[config.mk]
export PLATFORM = sky130hd
export DESIGN_NAME = i2c_cmd_master
export DESIGN_NICKNAME = d
export VERILOG_FILES = /design/src/rtl/i2c_cmd_master.sv
export SDC_FILE = /design/constraint.sdc
export NUM_CORES = 1
export LEC_CHECK = 0
export CORE_ASPECT_RATIO = 0.6
export CORE_MARGIN = 2
export CORE_UTILIZATION = 55
export CTS_CLUSTER_DIAMETER = 100
export DETAILED_ROUTE_END_ITERATION = 8
export DONT_BUFFER_PORTS = 1
export GPL_TIMING_DRIVEN = 0
export MAX_ROUTING_LAYER = met4
export PLACE_DENSITY = 0.84
export SLEW_MARGIN = 20
export SYNTH_ARGS = -nofsm -noshare
export SYNTH_HDL_FRONTEND = slang
export SYNTH_SLANG_ARGS = --single-unit
export TNS_END_PERCENT = 100
[constraint.sdc]
create_clock -name clk -period 2.1 [get_ports clk]
set_input_delay 0.105 -clock clk [delete_from_list [all_inputs] [get_ports clk]]
set_output_delay 0.105 -clock clk [all_outputs]
set_load 0.02 [all_outputs]
[src/rtl/i2c_cmd_master.sv]
// Bit-level I2C master: runs one 37-bit command (address byte plus up to three
// write or read bytes) on open-drain SCL/SDA enables, with quarter-bit ticks.
module i2c_cmd_master #(
  parameter int unsigned DIV = 250
) (
  input  logic        clk,
  input  logic        rst,
  input  logic [36:0] i2ccmd,
  input  logic        i2cstart,
  output logic        i2cbusy,
  output logic        done,
  output logic        ack_err,
  output logic [23:0] rdata,
  output logic        scl_oe,
  output logic        sda_oe,
  input  logic        scl_i,
  input  logic        sda_i
);

  typedef enum logic [2:0] {S_IDLE, S_START, S_BIT, S_ACK, S_STOP, S_FREE} state_t;

  localparam logic [15:0] DIV_M1 = 16'(DIV - 1);

  state_t      state;
  logic [15:0] cnt;
  logic [1:0]  qtr;
  logic [2:0]  bit_idx;
  logic [1:0]  byte_idx;
  logic [3:0]  cmd_n;
  logic        cmd_rw;
  logic [23:0] payload;
  logic [7:0]  shreg;
  logic [7:0]  next_byte;
  logic        stall, tick, accept, read_byte, last_byte;

  assign accept    = i2cstart && !i2cbusy && i2ccmd[36] &&
                     (i2ccmd[35:32] != 4'd0) && (i2ccmd[35:32] <= 4'd4);
  // SCL released by us but still low means a slave is stretching the clock.
  assign stall     = !scl_oe && !scl_i;
  assign tick      = i2cbusy && !stall && (cnt == DIV_M1);
  assign read_byte = cmd_rw && (byte_idx != 2'd0);
  assign last_byte = ({2'b00, byte_idx} == (cmd_n - 4'd1));

  always_comb begin
    next_byte = payload[7:0];
    case (byte_idx)
      2'd0:    next_byte = payload[23:16];
      2'd1:    next_byte = payload[15:8];
      default: next_byte = payload[7:0];
    endcase
  end

  always_ff @(posedge clk) begin
    if (rst || !i2cbusy) begin
      cnt <= '0;
    end else if (!stall) begin
      cnt <= (cnt == DIV_M1) ? '0 : cnt + 16'd1;
    end
  end

  always_ff @(posedge clk) begin
    if (rst) begin
      state    <= S_IDLE;
      i2cbusy  <= 1'b0;
      done     <= 1'b0;
      ack_err  <= 1'b0;
      rdata    <= '0;
      scl_oe   <= 1'b0;
      sda_oe   <= 1'b0;
      qtr      <= '0;
      bit_idx  <= '0;
      byte_idx <= '0;
      cmd_n    <= '0;
      cmd_rw   <= 1'b0;
      payload  <= '0;
      shreg    <= '0;
    end else begin
      done <= 1'b0;
      case (state)
        S_IDLE: begin
          if (accept) begin
            state    <= S_START;
            i2cbusy  <= 1'b1;
            ack_err  <= 1'b0;
            rdata    <= '0;
            cmd_n    <= i2ccmd[35:32];
            cmd_rw   <= i2ccmd[24];
            payload  <= i2ccmd[23:0];
            shreg    <= i2ccmd[31:24];
            qtr      <= '0;
            bit_idx  <= '0;
            byte_idx <= '0;
            sda_oe   <= 1'b1;
          end
        end
        S_START: begin
          if (tick) begin
            if (qtr == 2'd1) begin
              state  <= S_BIT;
              qtr    <= '0;
              scl_oe <= 1'b1;
              sda_oe <= !shreg[7];
            end else begin
              qtr <= qtr + 2'd1;
            end
          end
        end
        S_BIT: begin
          if (tick) begin
            qtr <= qtr + 2'd1;
            case (qtr)
              2'd1: scl_oe <= 1'b0;
              // One shift register both sends (MSB out) and receives (LSB in).
              2'd2: shreg <= {shreg[6:0], sda_i};
              2'd3: begin
                scl_oe <= 1'b1;
                if (bit_idx == 3'd7) begin
                  state   <= S_ACK;
                  bit_idx <= '0;
                  if (read_byte) begin
                    rdata  <= {rdata[15:0], shreg};
                    sda_oe <= !last_byte;
                  end else begin
                    sda_oe <= 1'b0;
                  end
                end else begin
                  bit_idx <= bit_idx + 3'd1;
                  sda_oe  <= !read_byte && !shreg[7];
                end
              end
              default: ;
            endcase
          end
        end
        S_ACK: begin
          if (tick) begin
            qtr <= qtr + 2'd1;
            case (qtr)
              2'd1: scl_oe <= 1'b0;
              2'd2: if (!read_byte && sda_i) ack_err <= 1'b1;
              2'd3: begin
                scl_oe <= 1'b1;
                if (ack_err || last_byte) begin
                  state  <= S_STOP;
                  sda_oe <= 1'b1;
                end else begin
                  state    <= S_BIT;
                  byte_idx <= byte_idx + 2'd1;
                  shreg    <= next_byte;
                  sda_oe   <= !cmd_rw && !next_byte[7];
                end
              end
              default: ;
            endcase
          end
        end
        S_STOP: begin
          if (tick) begin
            qtr <= qtr + 2'd1;
            case (qtr)
              2'd1: scl_oe <= 1'b0;
              2'd2: sda_oe <= 1'b0;
              2'd3: state  <= S_FREE;
              default: ;
            endcase
          end
        end
        S_FREE: begin
          if (tick) begin
            qtr <= qtr + 2'd1;
            if (qtr == 2'd3) begin
              state   <= S_IDLE;
              i2cbusy <= 1'b0;
              done    <= 1'b1;
            end
          end
        end
        default: state <= S_IDLE;
      endcase
    end
  end

endmodule

Yosys cells after proc, flatten, opt, wreduce, memory -nomap -nowiden:

Index checks and enable logic that the tools add are counted.

* input port bits: 42
* register bits after elaboration: 92
* output and inout port bits: 29
* logic and storage cells: 176

* reduce and logical (&&, ||, !) cells: 47
* $add $sub $neg: 5
* bitwise gates (word level): 2
* equal/unequal tests: 34
* muxes and demuxes: 72
* magnitude comparators: 1

Operators by type and width (number)
* $mux 24: 5
* $mux 3: 17
* $mux 8: 6
* $pmux 24 s2: 1
* $ne 2x2->1 const B: 18
* $mux 1: 24
* $pmux 8 s3: 1
* $pmux 3 s6: 1
* $add 16x1->16 const B: 1
* $eq 16x8->1 const B: 1
* $mux 16: 1
* $pmux 8 s2: 1
* $mux 2: 7
* $reduce_and 7->1: 2
* $reduce_and 12->1: 1
* $reduce_and 4->1: 3
* $logic_and 1x1->1: 11
* $reduce_and 10->1: 1
* $reduce_and 5->1: 2
* $eq 3x3->1 const B: 3
* $logic_not 1->1: 9
* $reduce_bool 3->1: 3
* $reduce_bool 2->1: 4
* $eq 3x2->1 const B: 2
* other kinds (27): 36

Logic depth before layout (Yosys ltp):

* depth in word-level cells: 8
* mapped depth: 9
* mapped depth without buffers: 7

Worst setup path before layout:

OpenSTA, ideal clock, no wires.

* kind: register to register
* start: register i2cbusy
* end: register rdata[21]
* period minus slack after synthesis: 2283 ps
* cell stages (with the launch flop): 8
* required time: 1977 ps
* library setup time: 123 ps
* slack: -183 ps
* data arrival time: 2159 ps
* path buffers: 2
* path through: dfxtp_1 > buf_6 > nand4bb_4 > o31a_1 > a22o_1 > a211oi_4 > buf_6 > mux2_1

* word-level cells in the longest chain between the ends: 7
* elaborated cells on any way between the ends: 10
* those cells by class: eq/ne: 2; reduce/logical: 8

RTL lines
* start, declared: RTL line 10 `output logic i2cbusy,`
* start signal, assigned: RTL line 64 `i2cbusy <= 1'b0;`
* start signal, assigned: RTL line 83 `i2cbusy <= 1'b1;`
* start signal, assigned: RTL line 173 `i2cbusy <= 1'b0;`
* $logic_not 1->1: RTL line 36 `assign accept = i2cstart && !i2cbusy && i2ccmd[36] &&`
* $logic_and 1x1->1 (3 in series): RTL line 36
* $logic_and 1x1->1: RTL line 37 `(i2ccmd[35:32] != 4'd0) && (i2ccmd[35:32] <= 4'd4);`
* $ne 2x2->1 (no line)
* $reduce_and 6->1 (no line) (*)
* end signal, assigned: RTL line 121 `rdata <= {rdata[15:0], shreg};`
* end, declared: RTL line 13 `output logic [23:0] rdata,`

Mark *: on every way between the ends. The rest lies on a longest branch, timed or not.
A chain may end at the register's enable or synchronous reset.

Worst setup path in the final report:

* start: register state[0]
* end: register rdata[20]

* word-level cells in the longest chain between the ends: 3
* elaborated cells on any way between the ends: 10
* those cells by class: eq/ne: 6; mux: 1; reduce/logical: 3

RTL lines
* start, declared: RTL line 24 `state_t state;`
* start signal, assigned: RTL line 63 `state <= S_IDLE;`
* start signal, assigned: RTL line 82 `state <= S_START;`
* start signal, assigned: RTL line 99 `state <= S_BIT;`
* $eq 3x2->1 / $logic_not 3->1 (equally long branches): RTL line 79 `case (state)`
* $ne 2x2->1 (no line) / $reduce_bool 2->1 (equally long branches)
* $reduce_and 6->1 (no line)

Several ways; a longest one is shown, not always the timed one.

==> flow_summary_export.csv <==
group,metric,value,unit
synthesis,avgSynthCellArea,8.256,um^2
power,combPwrFrac,0.092,
status,failed_checks,"setup timing",
worst_setup_path,path_cells,"clkbuf_2 -> inv_1 -> nand3_1 -> clkbuf_1 -> nor2_1 -> mux2_4",
timing,setup_slack,-0.1289,ns
timing,fin_crit,2.229,ns
worst_setup_path,crit_family,"buffers and inverters",
routing,ant_nets,0,
placement,globalplace.congestion,0.9512,
clock_tree,clockBufferDepth,2,
job,drv_cap,0,
routing,drc_errors,0,
power,p_leak,2.051,nW
global_routing,grt_overflow,0,
cells_and_area,fin_cells,730,
clock_tree,clk_latency,0.35,ns
power,p_sw,0.0009223,W
timing,finalHoldViolCount,0,
power,p_clk_frac,0.431,
routing,routed_wl,14640,um
worst_setup_path,required,2.33,ns
cells_and_area,nets,670,
routing,vias,4580,
timing,fin_hold_ws,0.01897,ns
power,p_sw_frac,0.2456,
cells_and_area,syn_to_final_growth,23.50,%
synthesis,netlist_area,0.004664,mm^2
routing,dr.pass1.iters,6,
power,cell_internal_pwr,0.002832,W
clock_tree,htree_levels,3,
min_path,hp-class,"in -> reg",
floorplan,fp.dieW,122.9,um
cells_and_area,drive_gt1_frac,0.1592,
global_routing,antenna_found_initial,0,
global_routing,grt_max_degree,16,
synthesis,synth_fp_nets,618,
synthesis,synth_top_area_share,0.3948,
global_routing,grt_pass1_wl,21900,um
synthesis,syn_inst,565,
synthesis,synth_most_common_cell,"nand2_1",
placement,io_buffers,0,
power,power.density,651.8,mW/mm^2
clock_tree,cts_made_buffers,9,
worst_setup_path,cp.arrival,2.46,ns
synthesis,synth_edf_count,0,
floorplan,die-area,0.009258,mm^2
timing,period_share,1.061,
worst_setup_path,path_class,"reg -> reg",
timing,fin_skew,0.01105,ns
synthesis,synth_flop_cell,"dfxtp_1",
synthesis,synth.area.top_cells,"dfxtp_1 39%, nand2_1 8.9%, nor2_1 4.8%",
cells_and_area,fin_util,0.7166,
floorplan,start_util,0.5802,
power,seq_power_share,0.477,
synthesis,synth_top_area_cell,"dfxtp_1",
status,run_status,"finished with violations",
worst_setup_path,cp-end-kind,"flop",
timing,tns,-1.534,ns
timing,rsz0062_at_grt,"true",
synthesis,synth-seq-area-share,0.3948,
worst_setup_path,worst-path-buf-inv,3,
synthesis,async_flop_share,0,
routing,post_drt_wl_per_cell,20.06,um
floorplan,die_h,75.34,um
timing,fmax,448.7,MHz
placement,dp_hpwl,9939,um
clock_tree,cts_tree,"built",
routing,avgViaCountPerCell,6.274,
cells_and_area,fill_cells,578,
routing,drt_iter0_drc,560,
floorplan,core_area,0.008039,mm^2
power,vdd_drop_max,0.5314,mV
floorplan,placementRows,25,
clock_tree,cts_root_buf,"clkbuf_16",
clock_tree,clkSinkCount,92,
placement,place_inst,673,
timing,worst_pin_slew,0.9020,ns
floorplan,num_io_pins,71,
timing,slew_headroom,0.3940,
synthesis,ys_ff_latch,92,
synthesis,synth_cell_types,63,
worst_setup_path,slowest_stage,"clkbuf_1",
worst_setup_path,crit_path_max_fanout,10,
synthesis,yosys_warnings,0,
cells_and_area,antenna_cells,0,
timing,setup-violations-final,26,
worst_setup_path,cp_slowest_stage_delay,0.45,ns
global_routing,grt_pass1_vias,4262,
global_routing,grt_usage,0.3267,
synthesis,yosys-top-cells-count,"111 x nand2_1, 92 x dfxtp_1, 60 x nor2_1, 38 x a21oi_1, 26 x clkbuf_1",
clock_tree,clk_pin_slew,0.07,ns
timing,slew_viol_final,0,
worst_setup_path,start_kind,"flop",
registers in the layout (all words and copies together), names as in the netlist, 3 cells and up:
name	flops
shreg	8
payload	24
rdata	24
cmd_n	4
state	3
cnt	16
bit_idx	3
worst min-delay path: stages:
cell,delay (ns)
nand2_1,0.03
o31ai_1,0.06
nand2_1,0.06
mux2i_1,0.06
logic make-up (layout without fill, tap and decap cells):
kind of cell               Yosys count  in the layout  synth area share
xor gates and xnor gates            21             21           0.03943
AOI/OAI and AO/OA                  112            112            0.1698
buffers and inverters               48            105           0.04453
DFF                                 92             92            0.3949
adders and majority gates           11             11           0.02951
and+or+nand+nor                    248            248            0.2468
muxes                               33             33           0.07511
final timing paths:
check,from,to,slack (ns),cells past startpoint
min,i2ccmd[25],shreg[1],0.02,4
max,state[0],rdata[20],-0.13,6
min reg2reg,payload[13],payload[13],0.46,2
max reg2reg,state[0],rdata[20],-0.13,6
area by class of cell:
cell class,instances,area (um^2),area share
clock inverter,4,30.03,0.005213
tap,108,135.1,0.02346
clock buffer,12,266.5,0.04626
inverter,13,48.80,0.008471
multi-input combinational,425,2809,0.4876
buffer,32,177.7,0.03084
timing repair buffer,44,437.9,0.07602
sequential,92,1856,0.3221
per-stage QoR:
step | power, W | worst slack (ns) | instance area, um^2
detailed placement | 0.002057 | -0.4625 | 4821
CTS | 0.003726 | -0.1948 | 5624
global placement | 0.002049 | -0.4693 | 4821
floorplan | 0.001996 | -0.07936 | 4686
global route | 0.003846 | -0.1459 | 5761
finish | 0.003755 | -0.1289 | 5761
power groups by stage:
| stage | registers [W] | clock network [W] | logic (W) |
|---|---|---|---|
| 2_1_floorplan | 0.00182 | 0 | 0.000174 |
| 3_3_place_gp | 0.00183 | 0 | 0.000222 |
| 3_5_place_dp | 0.00183 | 0 | 0.000229 |
| 4_1_cts | 0.00179 | 0.00162 | 0.000315 |
| 5_1_grt | 0.00179 | 0.00169 | 0.000363 |
| 6_report | 0.00179 | 0.00162 | 0.000345 |
repair_timing:
action | 4_1_cts | 5_1_grt
endpoints found under the setup margin | 82 | 73
buffers inserted | 11 | 4
pin swaps | 6 | 6
hold buffers | 29 | 0
cloned | 1 | 0
hold endpoints to repair | 31 | 0
resized for setup | 32 | 46
routing by layer:
| metal | routed length, um | track usage | up-vias |
|---|---|---|---|
| li1 | - | - | 2073 |
| met1 | 6180 | 0.4256 | 2176 |
| met2 | 6499 | 0.4985 | 292 |
| met3 | 1680 | 0.09581 | 39 |
| met4 | 283 | 0.09323 | 0 |
| met5 | 0 | - | - |
cell usage in the layout (no fill, tap or decap), types with 3 or more instances in the layout:
cell,count
buf_6,8
xnor2_1,12
buf_4,10
clkbuf_8,3
mux2_4,16
clkbuf_1,14
nor3_1,8
clkbuf_2,8
a21oi_1,38
nor2b_1,18
inv_1,11
clkbuf_16,9
ha_1,11
and2_1,7
a22o_1,8
and3_1,4
nand4_1,6
nand4b_1,3
o21ai_0,8
xor2_1,9
dfxtp_1,83
nand3_1,9
dlygate4sd3_1,29
a31oi_1,4
a211oi_1,8
mux2i_1,17
nor2_1,58
o31ai_1,11
dfxtp_2,8
nand2_1,111
(Power assumes the default switching activity.)
